File: config.mk
export PLATFORM = sky130hd
export DESIGN_NAME = stream_demux
export DESIGN_NICKNAME = d
export VERILOG_FILES = /design/src/rtl/routing_pkg.sv /design/src/rtl/stream_demux_slot.sv /design/src/rtl/stream_demux.sv
export SDC_FILE = /design/constraint.sdc
export NUM_CORES = 1
export LEC_CHECK = 0
export CORE_AREA = 2 2 39 41
export CTS_CLUSTER_SIZE = 20
export DETAILED_ROUTE_END_ITERATION = 10
export DIE_AREA = 0 0 41 43
export DONT_BUFFER_PORTS = 1
export HOLD_SLACK_MARGIN = 0.03
export SYNTH_ARGS = -nofsm -noshare
export SYNTH_HDL_FRONTEND = slang
export SYNTH_SLANG_ARGS = --single-unit
File: constraint.sdc
create_clock -name clk -period 3.5 [get_ports clk]
set_input_delay 0.525 -clock clk [delete_from_list [all_inputs] [get_ports clk]]
set_output_delay 0.525 -clock clk [all_outputs]
set_load 0.03 [all_outputs]
File: src/rtl/routing_pkg.sv
// Shared routing helpers: channel count and flattened-bus slice offsets.
package routing_pkg;

   function automatic int unsigned num_ch(input int unsigned s);
      return 32'd1 << s;
   endfunction

   // Low bit of channel k in a bus of T-bit lanes.
   function automatic int unsigned slice_lo(input int unsigned k, input int unsigned t);
      return k * t;
   endfunction

endpackage

File: src/rtl/stream_demux_slot.sv
// One-entry holding slot with valid/ready; a draining slot may be refilled in the same cycle.
module stream_demux_slot #(
   parameter int unsigned T = 1
) (
   input  logic         clk,
   input  logic         reset,
   input  logic         load,
   input  logic [T-1:0] load_data,
   input  logic         out_ready,
   output logic         full,
   output logic [T-1:0] data,
   output logic         free
);

   logic         r_full;
   logic [T-1:0] r_data;
   logic         w_drain;

   assign w_drain = r_full & out_ready;

   always_ff @(posedge clk) begin
      if (reset) begin
         r_full <= 1'b0;
         r_data <= '0;
      end else if (load) begin
         r_full <= 1'b1;
         r_data <= load_data;
      end else if (w_drain) begin
         r_full <= 1'b0;
      end
   end

   assign full = r_full;
   assign data = r_data;
   assign free = ~r_full | w_drain;

endmodule

File: src/rtl/stream_demux.sv
// Registered flow-controlled 1-to-2**S demux; STREAM_DEMUX_BCAST_EN adds the in_bcast port.
module stream_demux
   import routing_pkg::*;
#(
   parameter int unsigned S = 2,
   parameter int unsigned T = 1
) (
   input  logic                    clk,
   input  logic                    reset,
   input  logic                    in_valid,
   output logic                    in_ready,
   input  logic [S-1:0]            in_sel,
   input  logic [T-1:0]            in_data,
`ifdef STREAM_DEMUX_BCAST_EN
   input  logic                    in_bcast,
`endif
   output logic [num_ch(S)-1:0]    out_valid,
   input  logic [num_ch(S)-1:0]    out_ready,
   output logic [num_ch(S)*T-1:0]  out_data
);

   localparam int unsigned N = num_ch(S);

   logic [N-1:0] w_free;
   logic [N-1:0] w_load;
   logic         w_bcast;
   logic         w_xfer;

`ifdef STREAM_DEMUX_BCAST_EN
   assign w_bcast = in_bcast;
`else
   assign w_bcast = 1'b0;
`endif

   // Broadcast waits for every slot so it is never partial.
   assign in_ready = ~reset & (w_bcast ? &w_free : w_free[in_sel]);
   assign w_xfer   = in_valid & in_ready;

   for (genvar k = 0; k < N; k++) begin : g_slot
      assign w_load[k] = w_xfer & (w_bcast | (in_sel == S'(k)));

      stream_demux_slot #(
         .T (T)
      ) u_slot (
         .clk       (clk),
         .reset     (reset),
         .load      (w_load[k]),
         .load_data (in_data),
         .out_ready (out_ready[k]),
         .full      (out_valid[k]),
         .data      (out_data[slice_lo(k, T) +: T]),
         .free      (w_free[k])
      );
   end

endmodule

* Yosys cells after proc, flatten, opt, wreduce, memory -nomap -nowiden
Index checks and enable logic that the tools add are counted.
** Cells by class
- Reduce and logical (&&, ||, !) cells :: 5
- Muxes and demuxes :: 10
- Div/mod/pow operators :: 0
- Eq/ne operators :: 3
- Order comparisons :: 1
- Add/subtract/negate cells :: 0
- Multiply operators :: 0
- Shift-type cells :: 0
- Bitwise operators :: 19
** Operators by type and width (count)
- 1-bit AND :: 10
- 1-bit 2-to-1 mux :: 9
- 2-bit nonzero test :: 4
- 1-bit inverter :: 5
- 2-bit equality test, second input constant :: 2
- 1-bit OR :: 4
- 2-bit by 3-bit less-than comparator with 1-bit output, second input constant :: 1
- 1-bit binary-select mux with 2-bit select :: 1
- 2-bit by 1-bit equality test with 1-bit output, second input constant :: 1
- 2-bit logical NOT :: 1
** Word-level totals
- Logic and storage cells :: 46
- Latch bits :: 0
- RAM bits :: 0
- Output and inout bits :: 9
- Memories :: 0
- ROM bits :: 0
- Register bits after elaboration :: 8

* Depth between registers and ports, before layout
Gate-level depths: netlist of the first run.
- Word-level depth :: 8
- Depth in mapped cells :: 4

* Hierarchy
From an unflattened synthesis of the first run, not the netlist that was laid out.
** Unflattened totals
- Cells, all modules :: 38
- Area, all modules :: 402.9 sq um
** Modules (own cells, without submodules)
- stream_demux_slot :: area an instance 80.1 sq um, cells each 7, instances 4, sequential area each 40.0 sq um
- stream_demux :: area an instance 82.6 sq um, cells each 10, instances 1, sequential area each 0.0 sq um

* Worst setup path after synthesis of the first run
OpenSTA, ideal clock, no wires.
- Path type :: in2out
- From :: input port out_ready[3]
- To :: output port in_ready
- Slack :: 1.714 ns
- Data arrival time :: 1.261 ns
- Data required time :: 2.975 ns
- Stages on the path :: 3
- Cells stage by stage :: nand2b_4 mux4_2 nor2b_4
** On the way
- Cells in the longest elaborated chain, start to end :: 5
** RTL lines
- start: declaration :: RTL line stream_demux.sv:18 : input logic [num_ch(S)-1:0] out_ready,
- 1-bit AND :: RTL line stream_demux_slot.sv:19 : assign w_drain = r_full & out_ready;
- 1-bit OR :: RTL line stream_demux_slot.sv:35 : assign free = ~r_full | w_drain;
- 1-bit binary-select mux with 2-bit select :: RTL line stream_demux.sv:36 : assign in_ready = ~reset & (w_bcast ? &w_free : w_free[in_sel]);
- 1-bit 2-to-1 mux (not written as such) :: RTL line stream_demux.sv:36
- 1-bit AND :: RTL line stream_demux.sv:36
- end: declaration :: RTL line stream_demux.sv:11 : output logic in_ready,
No other way between the ends. The select of a mux whose other input is x is not followed.

* Worst setup path after layout of the first run
- From :: register g_slot[3].u_slot.r_full
- To :: output port in_ready
** On the way
- Cells in the longest elaborated chain, start to end :: 5
- Elaborated cells between the ends (all ways) :: 6
- Those cells by class :: 2 x mux; 4 x bitwise
** RTL lines
- start: declaration :: RTL line stream_demux_slot.sv:15 : logic r_full;
- start signal: assignment :: RTL line stream_demux_slot.sv:23 : r_full <= 1'b0;
- start signal: assignment :: RTL line stream_demux_slot.sv:26 : r_full <= 1'b1;
- start signal: assignment :: RTL line stream_demux_slot.sv:29 : r_full <= 1'b0;
- 1-bit AND / 1-bit inverter (equally long branches) :: RTL line stream_demux_slot.sv:19, stream_demux_slot.sv:35
- 1-bit OR * :: RTL line stream_demux_slot.sv:35
- 1-bit binary-select mux with 2-bit select * :: RTL line stream_demux.sv:36
- 1-bit 2-to-1 mux (not written as such) * :: RTL line stream_demux.sv:36
- 1-bit AND * :: RTL line stream_demux.sv:36
Every way passes the cells marked *; elsewhere a longest branch is shown, timed or not. The select of a mux whose other input is x is not followed.

==> results.yml, run 1 <==
run_status:
  status: "finished clean"
timing:
  rsz0062_at_grt: "no"
  fin_crit_ns: 2.04
  fin_tns_setup_ns: 0
  skew_ns: 0.00299
  setup_viol: 0
  layout_worst_path_cycle_share: 0.582
  timing.hold.ws_ns: 0.336
  fmax_ghz: 0.491
  finalHoldViolCount: 0
  relSlewSlack: 0.748
  slew_violations: 0
  worst_pin_slew_ns: 0.378
finish:
  multi_input_area_um2: 238
  num-fill-cells: 150
  insertedDiodeCount: 0
  nNetsFinal: 52
  layout-drive-gt1-share: 0.250
  area_growth_pct: -4.86
  seqCellArea_um2: 160
drt:
  initialDrtViolationCount: 0
  dr.pass1.iters: 1
  routed_wirelength_um: 665
  drc: 0
  viasPerCell: 4.82
  antenna_left: 0
  wl_per_cell_um: 11.9
  vias: 270
critical_path:
  slowest_delay_ns: 0.55
  cp.arrival_ns: 1.51
  crit_chain: "nand2b_4 > mux4_2 > nor2b_4"
  r2r-start: "g_slot[3].u_slot.full"
  rrSetupSlack_ns: 2.47
  cp-endpoint: "in_ready"
  end_kind: "primary output"
  worst_r2r_path_depth: 3
  required_ns: 2.97
  crit_type: "reg -> out"
  slowest_stage: "dfxtp_1"
  critPathMaxFanout: 3
  cp-start-kind: "register"
  worstSetupStartpoint: "g_slot[3].u_slot.full"
  r2r_end: "g_slot[3].u_slot.data"
pwr:
  p_int_mw: 0.143
  comb_power_share: 0.082
  leakage_nw: 0.181
  p_clk_frac: 0.372
  switching_share: 0.242
  seqPwrFrac: 0.546
  p_switching_mw: 0.0456
  powerDensity_nw_per_um2: 427
  peakVddDrop_uv: 268
floorplanning:
  die-area_um2: 1760
  die_x_um: 41
  die_h_um: 43
  row_count: 14
  core_area_um2: 1380
  start_util: 0.335
  ioPinCount: 19
hold_path:
  hold_path_startpoint: "reset"
  hold_path.class: "in -> reg"
synthesis:
  ys_seq_area_frac: 0.346
  synth_seq_cells: 8
  netlist-cell-type-count: 15
  synth_nets: 56
  ys_warn_count: 0
  netlist_area_um2: 463
  syn_inst: 46
  syn_avg_cell_area_um2: 10.1
global_routing:
  grt_overflow: 0
  antenna_found_initial: 0
  grt_usage: 0.0925
  grt_pass1_wl_um: 1010
  grt_pass1_vias: 250
  grt_max_degree: 12
clocking:
  postCtsSetupRepairBufs: 0
  htree_levels: 1
  clk_pin_slew_ns: 0.06
  clock_latency_ns: 0.25
  cts_resized: 0
  cts.hold.buffers_added: 0
  clockBufferDepth: 2
  cts_root_buffer: "clkbuf_4"
  cts_buffers: 3
  cts_tree: "yes"
  cts.sinks: 8
placement:
  gp_congestion: 0.594
  io_buffers: 0
  dp_hpwl_um: 524
job:
  drv_cap: 0
==> per-layer routing <==
layer  part of all wire  vias up  global-route usage
met3               0.13        0              0.0942
met4                  0        0              0.0200
met1               0.47      121               0.103
met2               0.40       15               0.122
met5                  0        -                   0
li1                   -      134                   -
==> layout make-up <==
type	instances	area share
Clock buffer	3	0.0511
Sequential cell	8	0.364
Multi-Input combinational cell	29	0.540
Tap cell	16	0.0455
==> Yosys cell counts, drive strengths merged <==
cell / n / area (µm²)
nand3b: 1 / 7.51
nor2: 1 / 3.75
buf: 9 / 65.1
a21oi: 4 / 20.0
mux2i: 4 / 40.0
dfxtp: 8 / 160
nand2: 2 / 7.51
mux4: 1 / 22.5
nand2b: 10 / 92.6
nor2b: 3 / 28.8
nand3: 3 / 15.0
==> worst max-delay path: cells and delay by family (launching register included) <==
family,cells,cell delay (ns)
muxes,1,0.46
DFF,1,0.55
and+or+nand+nor,2,0.25
==> cells in the final DEF (no fill, tap or decap), drive strengths merged <==
master / Yosys / layout
mux2i: 4 / 4
nand3b: 1 / 1
nand3: 3 / 3
a21oi: 4 / 4
mux4: 1 / 1
clkbuf: 0 / 3
nand2b: 10 / 10
nor2b: 3 / 3
nand2: 2 / 2
nor2: 1 / 1
dfxtp: 8 / 8
==> stage by stage <==
| step | cell area (µm²) | setup slack [ns] | util | power, mW | cells |
|---|---|---|---|---|---|
| finish | 440 | 1.46 | 0.318 | 0.188 | 56 |
| global route | 440 | 1.37 | 0.318 | 0.200 | 56 |
| CTS | 440 | 1.44 | 0.318 | 0.192 | 56 |
| detailed placement | 418 | 1.69 | 0.302 | 0.120 | 53 |
| global placement | 418 | 1.70 | 0.302 | 0.120 | 53 |
| floorplan | 463 | 1.71 | - | 0.124 | 46 |
==> sequential cells by signal, indices dropped and copies added (netlist names) <==
signal	flops
g_slot.u_slot.data	4
g_slot.u_slot.full	4
==> how the worst min path moves through the flow <==
stage,to,slack (ns),cells past startpoint
after global routing,g_slot[0].u_slot.full,0.32,1
after global placement,g_slot[2].u_slot.full,0.60,1
after CTS,g_slot[3].u_slot.full,0.33,1
after floorplan,g_slot[3].u_slot.data,0.45,2
after detailed placement,g_slot[3].u_slot.full,0.60,1
final,g_slot[3].u_slot.full,0.34,1
==> power groups by stage <==
stage / Clock (mW) / Combinational [mW] / Sequential (mW)
3_3_place_gp: 0 / 0.0155 / 0.105
6_report: 0.0700 / 0.0155 / 0.103
5_1_grt: 0.0804 / 0.0169 / 0.103
4_1_cts: 0.0740 / 0.0157 / 0.103
3_5_place_dp: 0 / 0.0156 / 0.105
2_1_floorplan: 0 / 0.0262 / 0.0981
==> logic make-up after synthesis <==
family	after synthesis	share of synthesized area
simple gates	20	0.335
buf+inv	9	0.141
flops	8	0.346
mux	5	0.135
compound gates	4	0.0432
No activity file was read; power rests on OpenSTA's default activity.
==> inputs of run 2 (changes only) <==
- clock period: 3.5 -> 1.98 ns (I/O delays scaled with it)
==> results.yml, run 2 (synthesis gave the netlist of run 1 again) <==
run_status:
  status: "finished clean"
timing:
  skew_ns: 0.00193
  worst_slack_ns: 0.365
  fin_crit_ns: 1.61
  layout_worst_path_cycle_share: 0.815
  worst_pin_slew_ns: 0.331
  relSlewSlack: 0.779
  setup_viol: 0
  rsz0062_at_grt: "no"
  slew_violations: 0
  finalHoldViolCount: 0
  fmax_ghz: 0.619
  fin_tns_setup_ns: 0
finish:
  final_cell_mix: "dfxtp_1 (8), nand2b_1 (6)"
  insertedDiodeCount: 0
  final_util: 0.340
  area_growth_pct: 1.62
  nNetsFinal: 56
  final_common_cell: "dfxtp_1"
  layout-drive-gt1-share: 0.318
hold_path:
  hold_path_startpoint: "reset"
  holdPathStages: 1
  hold_path.class: "in -> reg"
  hold_end: "g_slot[0].u_slot.full"
drt:
  wl_per_cell_um: 12.3
  initialDrtViolationCount: 5
  antenna_left: 0
  viasPerCell: 4.77
  dr.pass1.iters: 2
  drc: 0
  routed_wirelength_um: 740
  vias: 286
critical_path:
  cp.arrival_ns: 1.32
  r2r-start: "g_slot[3].u_slot.full"
  r2r_end: "g_slot[3].u_slot.data"
  slowest_stage: "mux4_2"
  required_ns: 1.68
  worst_r2r_path_depth: 3
  crit_chain: "nand2b_4 > mux4_2 > nor2b_4"
  cp-start-kind: "register"
  rrSetupSlack_ns: 1.15
  critPathMaxFanout: 3
  crit_type: "reg -> out"
  end_kind: "primary output"
  slowest_delay_ns: 0.45
global_routing:
  grt_usage: 0.109
  grt_overflow: 0
  grt_max_degree: 12
  grt_pass1_wl_um: 1170
  antenna_found_initial: 0
  grt_pass1_vias: 268
floorplanning:
  ioPinCount: 19
  row_count: 14
  die_x_um: 41
  die_h_um: 43
  die-area_um2: 1760
  core_area_um2: 1380
  start_util: 0.335
clocking:
  postCtsSetupRepairBufs: 0
  cts.hold.buffers_added: 0
  clockBufferDepth: 2
  cts_tree: "yes"
  cts_buffers: 3
  cts_resized: 0
  htree_levels: 1
  cts_root_buffer: "clkbuf_4"
  clk_pin_slew_ns: 0.06
  clock_latency_ns: 0.25
  cts.sinks: 8
pwr:
  power_mw: 0.338
  leakage_nw: 0.203
  peakVddDrop_uv: 387
  powerDensity_nw_per_um2: 718
placement:
  dp_slack_ns: 0.629
  gp_congestion: 0.609
  io_buffers: 0
job:
  drv_cap: 0
run 2: changes by cell type in the layout (fill, tap and decap cells not counted), sizes merged:
cell and change:
buf +4
run 2: area by class of cell:
type / count / area (µm²)
multi-input cells: 29 / 238
clock buffers: 3 / 22.5
well taps: 16 / 20.0
flip-flops and latches: 8 / 160
fillers: 140 / 913
repair buffers: 4 / 30.0
run 2: stage by stage:
step | cells | instance area [µm²] | hold slack [ns]
floorplan | 46 | 463 | 0.437
global placement | 57 | 448 | 0.369
detailed placement | 57 | 448 | 0.370
CTS | 60 | 470 | 0.0965
global route | 60 | 470 | 0.0917
finish | 60 | 470 | 0.108
run 2: where the power goes:
group	switching (mW)	internal (mW)	leakage (nW)
Sequential	0.00942	0.166	0.0651
Combinational	0.0176	0.0196	0.124
Clock	0.0555	0.0694	0.0138
Total	0.0825	0.255	0.203
run 2: how the worst max path moves through the flow:
stage | end | cells past startpoint | slack (ns) | from
finish | in_ready | 3 | 0.37 | g_slot[3].u_slot.full
global route | in_ready | 3 | 0.29 | g_slot[3].u_slot.full
CTS | in_ready | 3 | 0.35 | g_slot[3].u_slot.full
detailed placement | in_ready | 3 | 0.63 | g_slot[3].u_slot.full
global placement | in_ready | 3 | 0.64 | out_ready[3]
floorplan | in_ready | 3 | 0.65 | out_ready[3]
run 2: metal layers:
layer | GRT usage | vias to the layer above | share of wire
met5 | 0 | - | 0
met4 | 0.0400 | 0 | 0.0095
met3 | 0.0995 | 2 | 0.11
met2 | 0.153 | 15 | 0.44
met1 | 0.110 | 126 | 0.44
li1 | - | 143 | -
run 2: critical path, delay by kind of cell, from the launching register on:
family | cells | cell delay, ns
multiplexers | 1 | 0.45
AND/OR/NAND/NOR | 2 | 0.24
flip-flops | 1 | 0.38
==> inputs of run 3 (changes only) <==
- clock period: 1.98 -> 1.65 ns (I/O delays scaled with it)
==> results.yml, run 3 (synthesis gave the netlist of run 1 again) <==
run_status:
  status: "finished clean"
drt:
  vias: 293
  drc: 0
  dr.pass1.iters: 3
  wl_per_cell_um: 12.3
  routed_wirelength_um: 738
  viasPerCell: 4.88
  initialDrtViolationCount: 3
  antenna_left: 0
pwr:
  power_mw: 0.406
  switching_share: 0.245
  comb_power_share: 0.110
  p_int_mw: 0.307
  peakVddDrop_uv: 298
  powerDensity_nw_per_um2: 863
  seqPwrFrac: 0.520
  leakage_nw: 0.203
  p_clk_frac: 0.370
  p_switching_mw: 0.0995
clocking:
  cts.hold.buffers_added: 0
  cts_tree: "yes"
  cts_root_buffer: "clkbuf_4"
  clockBufferDepth: 2
  cts.sinks: 8
  clock_latency_ns: 0.25
  cts_buffers: 3
  htree_levels: 1
  clk_pin_slew_ns: 0.06
  cts_resized: 0
  postCtsSetupRepairBufs: 0
timing:
  worst_pin_slew_ns: 0.335
  fin_crit_ns: 1.56
  relSlewSlack: 0.776
  fin_tns_setup_ns: 0
  finalHoldViolCount: 0
  rsz0062_at_grt: "no"
  slew_violations: 0
  layout_worst_path_cycle_share: 0.947
  timing.hold.ws_ns: 0.0595
  fmax_ghz: 0.640
  worst_slack_ns: 0.0866
  skew_ns: 0.000219
  setup_viol: 0
floorplanning:
  core_area_um2: 1380
  start_util: 0.335
  die-area_um2: 1760
  row_count: 14
  die_h_um: 43
  die_x_um: 41
  ioPinCount: 19
finish:
  final_common_cell: "dfxtp_1"
  finalInstanceArea_um2: 470
  num-fill-cells: 152
  insertedDiodeCount: 0
  layout-drive-gt1-share: 0.318
  final_util: 0.340
  area_growth_pct: 1.62
  final-instance-count-excl-fill: 60
  nNetsFinal: 56
  final_cell_mix: "dfxtp_1 (8), nand2b_1 (6)"
placement:
  io_buffers: 0
  dp_hpwl_um: 572
  gp_congestion: 0.607
  place_area_um2: 448
  dp_cells: 57
  dp_slack_ns: 0.357
critical_path:
  cp.arrival_ns: 1.32
  critPathMaxFanout: 3
  required_ns: 1.40
  crit_type: "reg -> out"
  end_kind: "primary output"
  cp-start-kind: "register"
job:
  drv_cap: 0
global_routing:
  grt_max_degree: 12
  grt_pass1_vias: 294
  grt_usage: 0.108
  grt_pass1_wl_um: 1200
  antenna_found_initial: 0
  grt_overflow: 0
hold_path:
  hold_path.class: "in -> reg"
[run 3: cell type report]
| cell class | instances | area, µm² | area share |
|---|---|---|---|
| tap | 16 | 20.0 | 0.0426 |
| sequential | 8 | 160 | 0.340 |
| timing repair buffer | 4 | 30.0 | 0.0638 |
| clock buffer | 3 | 22.5 | 0.0479 |
| multi-input combinational | 29 | 238 | 0.505 |
[run 3: power by group through the flow]
stage               Combinational (mW)  Sequential [mW]  Clock [mW]
floorplan                       0.0557            0.208           0
global placement                0.0446            0.215           0
detailed placement              0.0452            0.216           0
CTS                             0.0454            0.211       0.158
global route                    0.0480            0.212       0.177
finish                          0.0446            0.211       0.150
[run 3: worst paths after layout]
kind              slack, ns  depth (start not counted)                  start                     to
setup / recovery       0.09                          3  g_slot[1].u_slot.full               in_ready
hold reg to reg        0.49                          2  g_slot[3].u_slot.full  g_slot[3].u_slot.full
hold / removal         0.06                          1                  reset  g_slot[1].u_slot.full
setup reg to reg       0.84                          3  g_slot[3].u_slot.full  g_slot[3].u_slot.data
[run 3: layer usage]
layer	up-vias	GRT usage	share of wire
li1	143	-	-
met1	134	0.110	0.42
met2	14	0.144	0.44
met3	2	0.0628	0.13
met4	0	0.100	0.0095
met5	-	0	0
[run 3: worst max-delay path: stages (launching register included)]
cell and delay (ns):
dfxtp_1 0.37, nand2b_4 0.07, mux4_2 0.45, nor2b_4 0.17
